**src/rtl/mem_bus_arbiter.sv**
```systemverilog
// mem_bus_arbiter
// ---------------
// Two-master / one-slave arbiter for the core's single memory port. The
// instruction fetch unit (IFU) and the load/store unit (LSU) compete for the
// bus. Only one transaction is in flight at a time. Each response is routed
// back to the master that issued the request.
//
// Optional feature (macro ARB_ROUND_ROBIN_EN):
//   undefined - fixed priority: the LSU wins simultaneous requests.
//   defined   - a last-owner register alternates simultaneous requests
//               between the two masters.
//
// Ports:
//   i_clock, i_reset         clock; synchronous active-high reset
//   i_ifu_req/addr/cancel    fetch request, address, pipeline flush
//   o_ifu_gnt/rvalid/rdata/err  fetch grant pulse and response
//   i_lsu_req/wen/addr/wdata/wmask  load/store request
//   o_lsu_gnt/rvalid/rdata/err  load/store grant pulse and response
//   o_bus_req/wen/addr/wdata/wmask  request to the slave
//   i_bus_ready              slave accepts the request
//   i_bus_rvalid/rdata/err   slave response
//   o_busy                   a transaction is in progress
module mem_bus_arbiter #(
    parameter int unsigned ADDR_W = 32,
    parameter int unsigned DATA_W = 32
) (
    input  logic                  i_clock,
    input  logic                  i_reset,

    input  logic                  i_ifu_req,
    input  logic [ADDR_W-1:0]     i_ifu_addr,
    input  logic                  i_ifu_cancel,
    output logic                  o_ifu_gnt,
    output logic                  o_ifu_rvalid,
    output logic [DATA_W-1:0]     o_ifu_rdata,
    output logic                  o_ifu_err,

    input  logic                  i_lsu_req,
    input  logic                  i_lsu_wen,
    input  logic [ADDR_W-1:0]     i_lsu_addr,
    input  logic [DATA_W-1:0]     i_lsu_wdata,
    input  logic [DATA_W/8-1:0]   i_lsu_wmask,
    output logic                  o_lsu_gnt,
    output logic                  o_lsu_rvalid,
    output logic [DATA_W-1:0]     o_lsu_rdata,
    output logic                  o_lsu_err,

    output logic                  o_bus_req,
    output logic                  o_bus_wen,
    output logic [ADDR_W-1:0]     o_bus_addr,
    output logic [DATA_W-1:0]     o_bus_wdata,
    output logic [DATA_W/8-1:0]   o_bus_wmask,
    input  logic                  i_bus_ready,
    input  logic                  i_bus_rvalid,
    input  logic [DATA_W-1:0]     i_bus_rdata,
    input  logic                  i_bus_err,

    output logic                  o_busy
);

    localparam int unsigned MASK_W = DATA_W / 8;

    localparam logic OWN_IFU = 1'b0;
    localparam logic OWN_LSU = 1'b1;

    typedef enum logic [1:0] {
        ST_IDLE = 2'd0,
        ST_REQ  = 2'd1,
        ST_RESP = 2'd2
    } state_t;

    state_t              state_q, state_d;
    logic                owner_q;
    logic                wen_q;
    logic [ADDR_W-1:0]   addr_q;
    logic [DATA_W-1:0]   wdata_q;
    logic [MASK_W-1:0]   wmask_q;
    logic                drop_q, drop_d;

    logic                any_req;
    logic                lsu_wins;
    logic                grant;
    logic                resp_fire;
    logic                ifu_deliver;
    logic                lsu_deliver;

`ifdef ARB_ROUND_ROBIN_EN
    logic                last_q;
`endif

    // Arbitration: decides which requester wins when the bus is idle
    always_comb begin
        any_req  = i_ifu_req | i_lsu_req;
        lsu_wins = 1'b0;
        if (i_lsu_req && !i_ifu_req) begin
            lsu_wins = 1'b1;
        end else if (i_lsu_req && i_ifu_req) begin
`ifdef ARB_ROUND_ROBIN_EN
            // Alternate: give the bus to whoever did not own the last grant
            lsu_wins = (last_q == OWN_IFU);
`else
            lsu_wins = 1'b1;
`endif
        end
        grant = (state_q == ST_IDLE) && any_req;
    end

    // Next-state logic
    always_comb begin
        state_d = state_q;
        unique case (state_q)
            ST_IDLE: if (any_req)      state_d = ST_REQ;
            ST_REQ:  if (i_bus_ready)  state_d = ST_RESP;
            ST_RESP: if (i_bus_rvalid) state_d = ST_IDLE;
            default:                   state_d = ST_IDLE;
        endcase
    end

    // Drop flag: a flush while the IFU owns the transaction discards its response
    always_comb begin
        drop_d = drop_q;
        if ((state_q == ST_REQ || state_q == ST_RESP) && owner_q == OWN_IFU && i_ifu_cancel) begin
            drop_d = 1'b1;
        end
        if (state_q == ST_RESP && i_bus_rvalid) begin
            drop_d = 1'b0;
        end
    end

    // State, drop flag and latched request fields
    always_ff @(posedge i_clock) begin
        if (i_reset) begin
            state_q <= ST_IDLE;
            owner_q <= OWN_IFU;
            wen_q   <= 1'b0;
            addr_q  <= '0;
            wdata_q <= '0;
            wmask_q <= '0;
            drop_q  <= 1'b0;
        end else begin
            state_q <= state_d;
            drop_q  <= drop_d;
            if (grant) begin
                if (lsu_wins) begin
                    owner_q <= OWN_LSU;
                    wen_q   <= i_lsu_wen;
                    addr_q  <= i_lsu_addr;
                    wdata_q <= i_lsu_wdata;
                    wmask_q <= i_lsu_wmask;
                end else begin
                    owner_q <= OWN_IFU;
                    wen_q   <= 1'b0;
                    addr_q  <= i_ifu_addr;
                    wdata_q <= '0;
                    wmask_q <= '0;
                end
            end
        end
    end

`ifdef ARB_ROUND_ROBIN_EN
    // Last-owner register, updated on every grant
    always_ff @(posedge i_clock) begin
        if (i_reset) begin
            last_q <= OWN_IFU;
        end else if (grant) begin
            last_q <= lsu_wins ? OWN_LSU : OWN_IFU;
        end
    end
`endif

    // Grant pulses and response routing; a same-cycle flush also suppresses delivery
    always_comb begin
        o_ifu_gnt   = grant && !lsu_wins;
        o_lsu_gnt   = grant && lsu_wins;

        resp_fire   = (state_q == ST_RESP) && i_bus_rvalid;
        ifu_deliver = resp_fire && (owner_q == OWN_IFU) && !drop_q && !i_ifu_cancel;
        lsu_deliver = resp_fire && (owner_q == OWN_LSU);

        o_ifu_rvalid = ifu_deliver;
        o_ifu_rdata  = ifu_deliver ? i_bus_rdata : '0;
        o_ifu_err    = ifu_deliver && i_bus_err;
        o_lsu_rvalid = lsu_deliver;
        o_lsu_rdata  = lsu_deliver ? i_bus_rdata : '0;
        o_lsu_err    = lsu_deliver && i_bus_err;
    end

    // Bus request fields come only from the latched registers
    always_comb begin
        o_bus_req   = (state_q == ST_REQ);
        o_bus_wen   = o_bus_req && wen_q;
        o_bus_addr  = o_bus_req ? addr_q : '0;
        o_bus_wdata = (o_bus_req && wen_q) ? wdata_q : '0;
        o_bus_wmask = (o_bus_req && wen_q) ? wmask_q : '0;
        o_busy      = (state_q != ST_IDLE);
    end

endmodule

```
**config.mk**
```make
export PLATFORM = sky130hd
export DESIGN_NAME = mem_bus_arbiter
export DESIGN_NICKNAME = d
export VERILOG_FILES = /design/src/rtl/mem_bus_arbiter.sv
export SDC_FILE = /design/constraint.sdc
export NUM_CORES = 1
export LEC_CHECK = 0
export CAP_MARGIN = 20
export CORE_MARGIN = 10
export CORE_UTILIZATION = 32
export DETAILED_ROUTE_END_ITERATION = 8
export GPL_ROUTABILITY_DRIVEN = 1
export PLACE_DENSITY_LB_ADDON = 0.05
export RECOVER_POWER = 50
export SLEW_MARGIN = 5
export SYNTH_ARGS = -nofsm -noshare
export SYNTH_HDL_FRONTEND = slang
export SYNTH_SLANG_ARGS = --single-unit
```
**constraint.sdc**
```tcl
create_clock -name i_clock -period 1.5 [get_ports i_clock]
set_input_delay 0.15 -clock i_clock [delete_from_list [all_inputs] [get_ports i_clock]]
set_output_delay 0.15 -clock i_clock [all_outputs]
set_load 0.005 [all_outputs]
```
# Yosys cells after proc, flatten, opt, wreduce, memory -nomap -nowiden
# Index checks and enable logic that the tools add are counted.
totals:
  register_bits: 73
  inputBits: 141
  output_inout_bits: 141
  word_cells: 54
classes:
  n_eq_ne: 5
  muxes: 16
  n_bitwise: 2
  reduce_logical: 24
op_table:
  columns: ["cell", "n"]
  rows:
  - ["32-bit 2-to-1 mux", 6]
  - ["1-bit logical AND", 15]
  - ["4-bit 2-to-1 mux", 2]
  - ["2-bit 2-to-1 mux", 3]
  - ["2-bit case mux with 3 select lines", 1]
  - ["1-bit logical NOT", 4]
  - ["1-bit 2-to-1 mux", 4]
  - ["2-bit inequality test (second input constant)", 2]
  - ["3-bit AND reduction", 1]
  - ["2-bit by 1-bit equality test with 1-bit output (second input constant)", 1]
  - ["2-bit equality test (second input constant)", 1]
  - ["2-bit logical NOT", 1]
  - ["2-bit by 1-bit inequality test with 1-bit output (second input constant)", 1]
  - ["2-bit nonzero test", 1]
  - ["2-bit OR reduction", 1]
  - ["1-bit logical OR", 1]
  - ["1-bit inverter", 1]
  - ["1-bit OR", 1]

# Depth between registers and ports, before layout
# Gate-level depths: netlist of run 1.
depth:
  depth_word: 6
  depth_mapped: 8
  ltp_nobuf: 5

# Worst setup path before layout of run 1
# Ideal clock, no wire load.
synth_path:
  kind: "register -> output"
  start: "reg state_q[0]"
  end: "out o_ifu_rdata[10]"
  t_arrival_ns: 1.335
  required_ns: 1.350
  slack_ns: 0.015
  path_stages_with_launch: 7
  path_buffers: 1
  path_cell_list: "dfxtp_1 inv_1 ha_1 nand2_1 nor4_2 clkbuf_1 and2_1"
synth_via:
  elab_chain_len: 6
synth_lines:
  columns: ["element", "line_no", "rtl"]
  rows:
  - ["start: declaration", "72", "state_t state_q, state_d;"]
  - ["start signal: assignment", "141", "state_q <= state_d;"]
  - ["2-bit equality test", "177", "resp_fire = (state_q == ST_RESP) && i_bus_rvalid;"]
  - ["1-bit logical AND", "177", null]
  - ["1-bit logical AND (3 in a row)", "178", "ifu_deliver = resp_fire && (owner_q == OWN_IFU) && !drop_q && !i_ifu_cancel;"]
  - ["32-bit 2-to-1 mux", "182", "o_ifu_rdata = ifu_deliver ? i_bus_rdata : '0;"]
  - ["end: declaration", "35", "output logic [DATA_W-1:0] o_ifu_rdata,"]
# Every way passes these cells.

# Worst setup path after layout of run 1
layout_path:
  start: "reg state_q[1]"
  end: "out o_bus_wmask[1]"
layout_via:
  elab_chain_len: 3
layout_lines:
  columns: ["element", "line_no", "rtl"]
  rows:
  - ["2-bit by 1-bit equality test with 1-bit output", "191", "o_bus_req = (state_q == ST_REQ);"]
  - ["1-bit logical AND", "195", "o_bus_wmask = (o_bus_req && wen_q) ? wmask_q : '0;"]
  - ["4-bit 2-to-1 mux", "195", null]
  - ["end: declaration", "52", "output logic [DATA_W/8-1:0] o_bus_wmask,"]
# Every way passes these cells.

==> results of run 1 <==
## power breakdown
part	total (uW)	internal (uW)	switching, uW
Clock	2290	1450	847
Combinational	7250	4080	3160
Sequential	2800	2460	342
Total	12300	7990	4350
## what timing repair did
item,CTS,global route
pin swaps,34,97
cloned,12,16
resized for setup,644,327
endpoints found under the setup margin,213,213
setup buffers,31,26
hold buffers,0,0
## placed cells by master, fill, tap and decap left out, types with 2 or more instances in the layout
cell type,netlist,layout
nor2_1,36,31
and3_4,0,35
and2_1,100,24
buf_6,2,149
mux2i_1,34,33
ha_4,0,3
and2_4,0,76
buf_4,5,19
o21a_4,0,2
clkdlybuf4s50_1,0,138
buf_12,0,17
nor2_2,0,4
a211oi_2,24,28
a21oi_1,38,5
clkbuf_16,0,18
nand2_4,0,23
ha_1,5,2
nand2_1,38,7
buf_2,11,27
inv_1,6,4
a21oi_2,0,33
nand3_1,37,37
nand2b_1,4,4
a211oi_1,9,5
nand2_2,0,8
buf_8,0,10
bufinv_16,0,2
dfxtp_1,73,71
buf_16,0,7
## flip-flops by register name, summed over array words and instances (netlist names)
name     count
state_q      2
owner_q      1
wmask_q      4
wdata_q     32
addr_q      32
wen_q        1
drop_q       1
## kinds of logic after synthesis
| family | after synthesis | share of synthesized area, % |
|---|---|---|
| and+or+nand+nor | 252 | 33.31 |
| AOI/OAI and AO/OA | 75 | 14.47 |
| DFF | 73 | 36.03 |
| buffers and inverters | 55 | 6.261 |
| muxes | 34 | 8.390 |
| adders and majority gates | 5 | 1.542 |
## per-layer routing
metal | track usage, % | up-vias | part of all wire, %
met4 | 5.073 | 0 | 2.2
met5 | 0 | - | 0
met2 | 37.40 | 193 | 52
met3 | 6.964 | 32 | 6.3
met1 | 21.68 | 2395 | 40
li1 | - | 2365 | -
## critical path: stages, from the launching register on
cell     delay [ps]
dfxtp_4         360
buf_6           120
inv_8            40
ha_4            160
buf_12          130
buf_8           120
buf_6           120
buf_16          130
buf_6           110
and3_4          170
buf_6           110
## final cells by class
class / count / area share, %
clock buffer: 10 / 2.432
timing repair buffer: 377 / 45.14
multi-input combinational: 367 / 33.39
tap: 172 / 2.285
clock inverter: 5 / 0.8637
sequential: 73 / 15.57
inverter: 6 / 0.3189
## per-stage QoR
stage               setup WS [ps]  area, um^2  utilization [%]  setup TNS, ps  std cells
finish                     -550.3        9417            75.23         -58100       1010
global route               -590.5        9417            75.23         -68810       1010
CTS                        -645.7        8273            66.09         -58300        979
detailed placement         -556.6        7172            57.30         -68800        921
global placement           -535.6        7172            57.30         -64530        921
floorplan                   15.10        4056                -              0        494
## how the worst max path moves through the flow
stage / depth (start not counted) / slack (ps) / to / startpoint
finish: 10 / -550 / o_bus_wmask[1] / state_q[1]
global route: 10 / -590 / o_bus_wmask[1] / state_q[1]
CTS: 7 / -650 / o_ifu_rdata[18] / state_q[0]
detailed placement: 6 / -560 / o_ifu_rdata[4] / i_bus_rvalid
global placement: 6 / -540 / o_lsu_rdata[6] / i_bus_rvalid
floorplan: 6 / 20 / o_ifu_rdata[10] / state_q[0]
==> flow_summary.toml, run 1 <==
[status]
status = "complete, but fails checks"
violations = "setup timing"

[worst_hold_path]
hold_path.class = "in -> reg"
holdPathEnd = "wdata_q[12]"
holdCritStartpoint = "i_lsu_req"
hold_depth = 3

[floorplan]
num_io_pins = 282
start_util_pct = 32.41
core-area_um2 = 12520
num_rows = 41
die_h_um = 132.6
die_w_um = 132.6
die_area_um2 = 17580

[sta]
worst_slew_pin_slew_ps = 711.4
maxSlewViolCount = 0
relSlewSlack_pct = 52.57
rsz0062_at_grt = "yes"
setup_violations = 213
clock_skew_ps = 6.692
max_freq_mhz = 487.7
whs_ps = 234.9
hold_viol_final = 0
setup_ws_ps = -550.3
min_period_over_period_pct = 136.7
period_minus_slack_ps = 2050

[synth]
ys_ff_latch = 73
synth_area_um2 = 4056
synthFlopType = "dfxtp_1"
yosysUniqueCellTypes = 23
syn_inst = 494
async_flop_share_pct = 0
yosys_warnings = 0
synthTopCellsByCount = "and2_1, dfxtp_1, a21oi_1, nand2_1, nand3_1"
syn-num-nets = 640
yosysSeqAreaShare_pct = 36.03
postSynthAreaPerCell_um2 = 8.211
synth_edf_count = 0
synth_top_cell_by_area = "dfxtp_1"
yosysTopAreaCellShare_pct = 36.03
synth_most_common_cell = "and2_1"
synth_area_leaders = "dfxtp_1, and2_1, mux2i_1, a211oi_2, and3_1"

[setup_path]
end_kind = "primary output"
r2r_cells = 10
rrSetupSlack_ps = -430
startpoint_type = "flop"
crit_fanout = 4
timing.rr.end = "state_q[1]"
required_ps = 1350
path_class = "reg -> out"
rr_startpoint = "state_q[1]"
crit_arrival_ps = 1900

[clocking]
clockBufferDepth = 2
root_buffer = "clkbuf_16"
htree_levels = 3
cts_buffers = 9
clk_latency_ps = 340
cts_sinks = 73
path_clk_slew_ps = 60
cts_tree = "done"

[drt]
drc = 0
ant_nets = 0
num_vias = 4985
drt-pass1-iter-count = 4
viasPerCell = 4.936
finalWirelength_um = 21610
drtIter0Drc = 217
wl_per_cell_um = 21.39

[placement]
place_congestion = 0.8181
dp_hpwl_um = 13310
portBuffers = 281

[layout]
multiInputGateArea_um2 = 3144
seq_area_um2 = 1466
fillers = 896
diodes = 0
drive_gt1_share_pct = 56.44
syn2layout_area_growth_pct = 132.1
fin_nets = 980

[power]
power.total_uw = 12340
ir_drop_mv = 0.8048
leakage_uw = 0.004169
pwr_density_cell_nw_per_um2 = 1310

[grt]
grt_pass1_vias = 4863
grtUsageTotal_pct = 20.35
grt_max_degree = 39
antenna_found_initial = 0
overflow = 0
grt_pass1_wl_um = 28700

[run]
cap_viol_max_count = 0
Power figures use the tool's default switching activity.
==> run 2: changes to the inputs <==
--- a/constraint.sdc
+++ b/constraint.sdc
@@ -3,2 +3,2 @@
 set_output_delay 0.15 -clock i_clock [all_outputs]
-set_load 0.005 [all_outputs]
+set_load 0.01 [all_outputs]
==> run 2 against run 1 <==
Net effect:
- the run still ends with setup timing left
- critical path depth shrank 1
- sequential share of layout area grew 0.91 points
- die area unchanged
- first-iteration DRC count rose by 35%
- sequential power decreased by 3%
- clock power down 6%
- final cell count fell by 0.89%
- cell area is 5.7% lower
- largest cell class unchanged
==> flow_summary.toml, run 2 (synthesis gave the netlist of run 1 again) <==
[drt]
ant_nets = 0
wl_per_cell_um = 21.16
num_vias = 4972
finalWirelength_um = 21180
viasPerCell = 4.967
drtIter0Drc = 293
drc = 0
drt-pass1-iter-count = 5

[clocking]
cts_sinks = 73
cts_buffers = 9
htree_levels = 3
clk_latency_ps = 340
cts_tree = "done"
root_buffer = "clkbuf_16"
clockBufferDepth = 2
path_clk_slew_ps = 60
postCtsHoldBufs = 0

[grt]
grt_pass1_vias = 4725
antenna_found_initial = 0
grt_max_degree = 49
grt_pass1_wl_um = 28370
grt_util_met1_pct = 21.83
overflow = 0
met3_usage_pct = 6.472
grt_util_met2_pct = 36.54
busiest_layer = "met2"
grtUsageTotal_pct = 20.15

[setup_path]
crit_arrival_ps = 1790
end_kind = "primary output"
required_ps = 1350
path_class = "reg -> out"
crit_fanout = 6
startpoint_type = "flop"

[placement]
portBuffers = 281
place_congestion = 0.7681
dp_hpwl_um = 13200
dp_slack_ps = -515.8

[status]
violations = "setup timing"
status = "complete, but fails checks"

[layout]
final_common_cell = "clkdlybuf4s50_1"
final_cell_mix = "clkdlybuf4s50_1, buf_6, and2_4"
top_regs = "addr_q (32), wdata_q (32), wmask_q (4)"
diodes = 0
fin_nets = 970
drive_gt1_share_pct = 48.01
syn2layout_area_growth_pct = 119.0

[sta]
clock_skew_ps = 9.627
worst_slew_pin_slew_ps = 419.4
max_freq_mhz = 514.9
period_minus_slack_ps = 1942
maxSlewViolCount = 0
rsz0062_at_grt = "yes"
hold_viol_final = 0
setup_ws_ps = -441.9
whs_ps = 232.1
setup_violations = 197
relSlewSlack_pct = 72.04
min_period_over_period_pct = 129.5

[run]
cap_viol_max_count = 0

[floorplan]
die_area_um2 = 17580
num_rows = 41
die_w_um = 132.6
num_io_pins = 282
start_util_pct = 32.41
die_h_um = 132.6
core-area_um2 = 12520

[power]
ir_drop_mv = 0.7084
pwr_density_cell_nw_per_um2 = 1285
leakage_uw = 0.003950

[worst_hold_path]
hold_path.class = "in -> reg"
run 2: worst max-delay path, cell delays in order (launching register included):
cell	delay (ps)
dfxtp_2	350
buf_4	110
buf_6	90
inv_4	40
ha_4	160
buf_6	130
buf_12	120
clkbuf_16	150
and3_1	180
buf_2	140
run 2: worst paths after layout:
check | start | to | slack (ps) | cells after the start
setup / recovery | state_q[1] | o_bus_wdata[8] | -440 | 9
hold / removal | i_reset | owner_q | 230 | 2
setup reg to reg | state_q[1] | state_q[1] | -240 | 9
hold reg to reg | wdata_q[9] | wdata_q[9] | 450 | 2
run 2: layer usage:
layer / share of wire, % / up-vias
met1: 38 / 2377
met2: 53 / 226
met4: 1.9 / 0
met3: 7.1 / 28
li1: - / 2341
met5: 0 / -
run 2: where the power goes:
part / switching, uW / internal [uW] / leakage [uW]
logic: 2890 / 3660 / 0.00321
clock network: 855 / 1290 / 0.000139
registers: 271 / 2450 / 0.000603
run 2: through the flow:
step / cells / TNS, ps / utilization [%] / total power [uW] / cell area, um^2
after floorplan: 494 / 0 / - / 4819 / 4066
after global placement: 927 / -65760 / 57.36 / 6517 / 7179
after detailed placement: 927 / -72320 / 57.36 / 6610 / 7179
after CTS: 973 / -65210 / 60.20 / 9391 / 7535
after global routing: 1001 / -64430 / 70.97 / 11990 / 8884
final: 1001 / -51610 / 70.97 / 11420 / 8884
run 2: repair_timing:
| item | CTS | global route |
|---|---|---|
| cloned | 9 | 16 |
| pin swaps | 29 | 38 |
| buffers inserted | 21 | 15 |
| endpoints found under the hold margin | 0 | 0 |
| endpoints found under the setup margin | 213 | 213 |
| gates resized for setup | 629 | 238 |
run 2: layout make-up:
type                            instances  area, um^2
Clock buffer                           10       229.0
Timing Repair Buffer                  368        4089
Multi-Input combinational cell        366        2794
Tap cell                              172       215.2
Fill cell                             961        3633
Inverter                                6       25.02
Sequential cell                        73        1464
Clock inverter                          6       67.56
==> run 3: changes to the inputs <==
- CORE_MARGIN: 10 -> 5
==> run 3 against run 2 <==
Net effect:
- the flow still finishes with violations (setup timing)
- sequential cell count unchanged
- first-iteration DRC count is 6.8% lower
- routed wire length down 16%
- combinational power down 14%
- global-route usage rose by 2.1 points
- largest power group unchanged
==> flow_summary.toml, run 3 (synthesis gave the netlist of run 1 again) <==
[floorplan]
die_w_um = 122.6
num_io_pins = 282
start_util_pct = 32.41
die_h_um = 122.6
num_rows = 41
die_area_um2 = 15030
core-area_um2 = 12520

[layout]
fillers = 1074
syn2layout_area_growth_pct = 104.1
fin_nets = 960
drive_gt1_share_pct = 41.88
multiInputGateArea_um2 = 2630
final_cell_mix = "clkdlybuf4s50_1, buf_6, buf_2"
final_cells = 991
final_util_pct = 66.14
seq_area_um2 = 1464
final_common_cell = "clkdlybuf4s50_1"
diodes = 0
top_regs = "addr_q (32), wdata_q (32), wmask_q (4)"

[placement]
dp_cells = 925
portBuffers = 281
place_congestion = 0.7598
dp_hpwl_um = 11970

[setup_path]
required_ps = 1350
worst-path-buf-inv = 5
rr_startpoint = "state_q[1]"
crit_top_cell = "buf_4"
crit_fanout = 17
slowest_delay_ps = 350
crit_arrival_ps = 1750
cpMaxStageDelayCell = "dfxtp_2"
end_kind = "primary output"
path_cells = "buf_4 -> inv_4 -> ha_4 -> buf_4 -> bufbuf_16 -> and3_1 -> buf_2"
critPathTopFamily = "buffers and inverters"
path_class = "reg -> out"
crit_path_start = "state_q[1]"
startpoint_type = "flop"

[power]
p_int_uw = 7065
pwr-share-comb_pct = 53.1
seqPwrFrac_pct = 25.4
pwr_density_cell_nw_per_um2 = 1287
ir_drop_mv = 0.6221
leakage_uw = 0.003849
swShare_pct = 33.68
p_sw_uw = 3588
clock_power_share_pct = 21.4
power.total_uw = 10650

[drt]
finalWirelength_um = 17900
drt-pass1-iter-count = 4
wl_per_cell_um = 18.06
ant_nets = 0
drc = 0
viasPerCell = 4.863
num_vias = 4819
drtIter0Drc = 273

[clocking]
root_buffer = "clkbuf_16"
cts_sinks = 73
clk_latency_ps = 340
cts_tree = "done"
htree_levels = 3
postCtsHoldBufs = 0
clockBufferDepth = 2
cts_buffers = 9
path_clk_slew_ps = 50

[sta]
rsz0062_at_grt = "yes"
max_freq_mhz = 525.5
hold_viol_final = 0
worst_slew_pin_slew_ps = 308.2
setup_violations = 173
clock_skew_ps = 8.476
min_period_over_period_pct = 126.9
setup_ws_ps = -403.0
period_minus_slack_ps = 1903
relSlewSlack_pct = 78.87
maxSlewViolCount = 0

[grt]
antenna_found_initial = 0
grt_max_degree = 53
overflow = 0
grt_pass1_vias = 4739
grtUsageTotal_pct = 22.23
grt_pass1_wl_um = 26050

[worst_hold_path]
hold_path.class = "in -> reg"
holdCritStartpoint = "i_reset"

[run]
cap_viol_max_count = 0

[status]
status = "complete, but fails checks"
violations = "setup timing"
-- run 3: routing by layer --
layer	vias up	share of wire, %	global-route usage [%]
met4	0	3.1	6.858
met2	210	51	40.47
met1	2252	37	25.16
li1	2321	-	-
met5	-	0	0
met3	36	8.8	6.083
-- run 3: through the flow --
stage | setup WS (ps) | hold slack (ps) | setup TNS, ps | cell area, um^2
2_1_floorplan | 1.328 | 246.0 | 0 | 4066
3_3_place_gp | -497.8 | 434.1 | -67890 | 7177
3_5_place_dp | -512.9 | 440.4 | -70930 | 7177
4_1_cts | -525.9 | 161.5 | -50790 | 7869
5_1_grt | -469.7 | 175.3 | -58820 | 8279
6_report | -403.0 | 174.3 | -46800 | 8279
-- run 3: worst reg2reg max path, cell delays in order (launching register included) --
cell and delay, ps:
dfxtp_2 350, buf_4 130, inv_4 40, ha_4 170, buf_6 130, buf_4 130, buf_6 130, a222oi_1 280
buf_4 190, mux2i_1 170
-- run 3: repair_timing --
action / in CTS / in global routing
cloned: 13 / 1
gates resized for setup: 677 / 91
pin swaps: 31 / 34
setup endpoints to repair: 213 / 191
buffers inserted: 29 / 10
-- run 3: layout make-up --
type / instances / area share [%]
timing repair buffer: 358 / 43.78
tap: 172 / 2.599
sequential: 73 / 17.68
inverter: 6 / 0.3023
clock buffer: 10 / 2.766
clock inverter: 6 / 1.103
multi-input combinational: 366 / 31.77
-- run 3: worst paths after layout --
kind | depth (start not counted) | slack, ps | to
worst min register to register | 2 | 450 | wdata_q[13]
worst max register to register | 9 | -290 | state_q[0]
worst min-delay path | 2 | 170 | addr_q[24]
worst max-delay path | 7 | -400 | o_bus_wmask[1]
-- run 3: power groups by stage --
| stage | logic (uW) | clock network, uW | registers [uW] |
|---|---|---|---|
| after global routing | 6060 | 2440 | 2760 |
| after detailed placement | 3870 | 0 | 2710 |
| after global placement | 3810 | 0 | 2680 |
| after CTS | 5350 | 2340 | 2690 |
| after floorplan | 2160 | 0 | 2660 |
| final | 5660 | 2280 | 2710 |
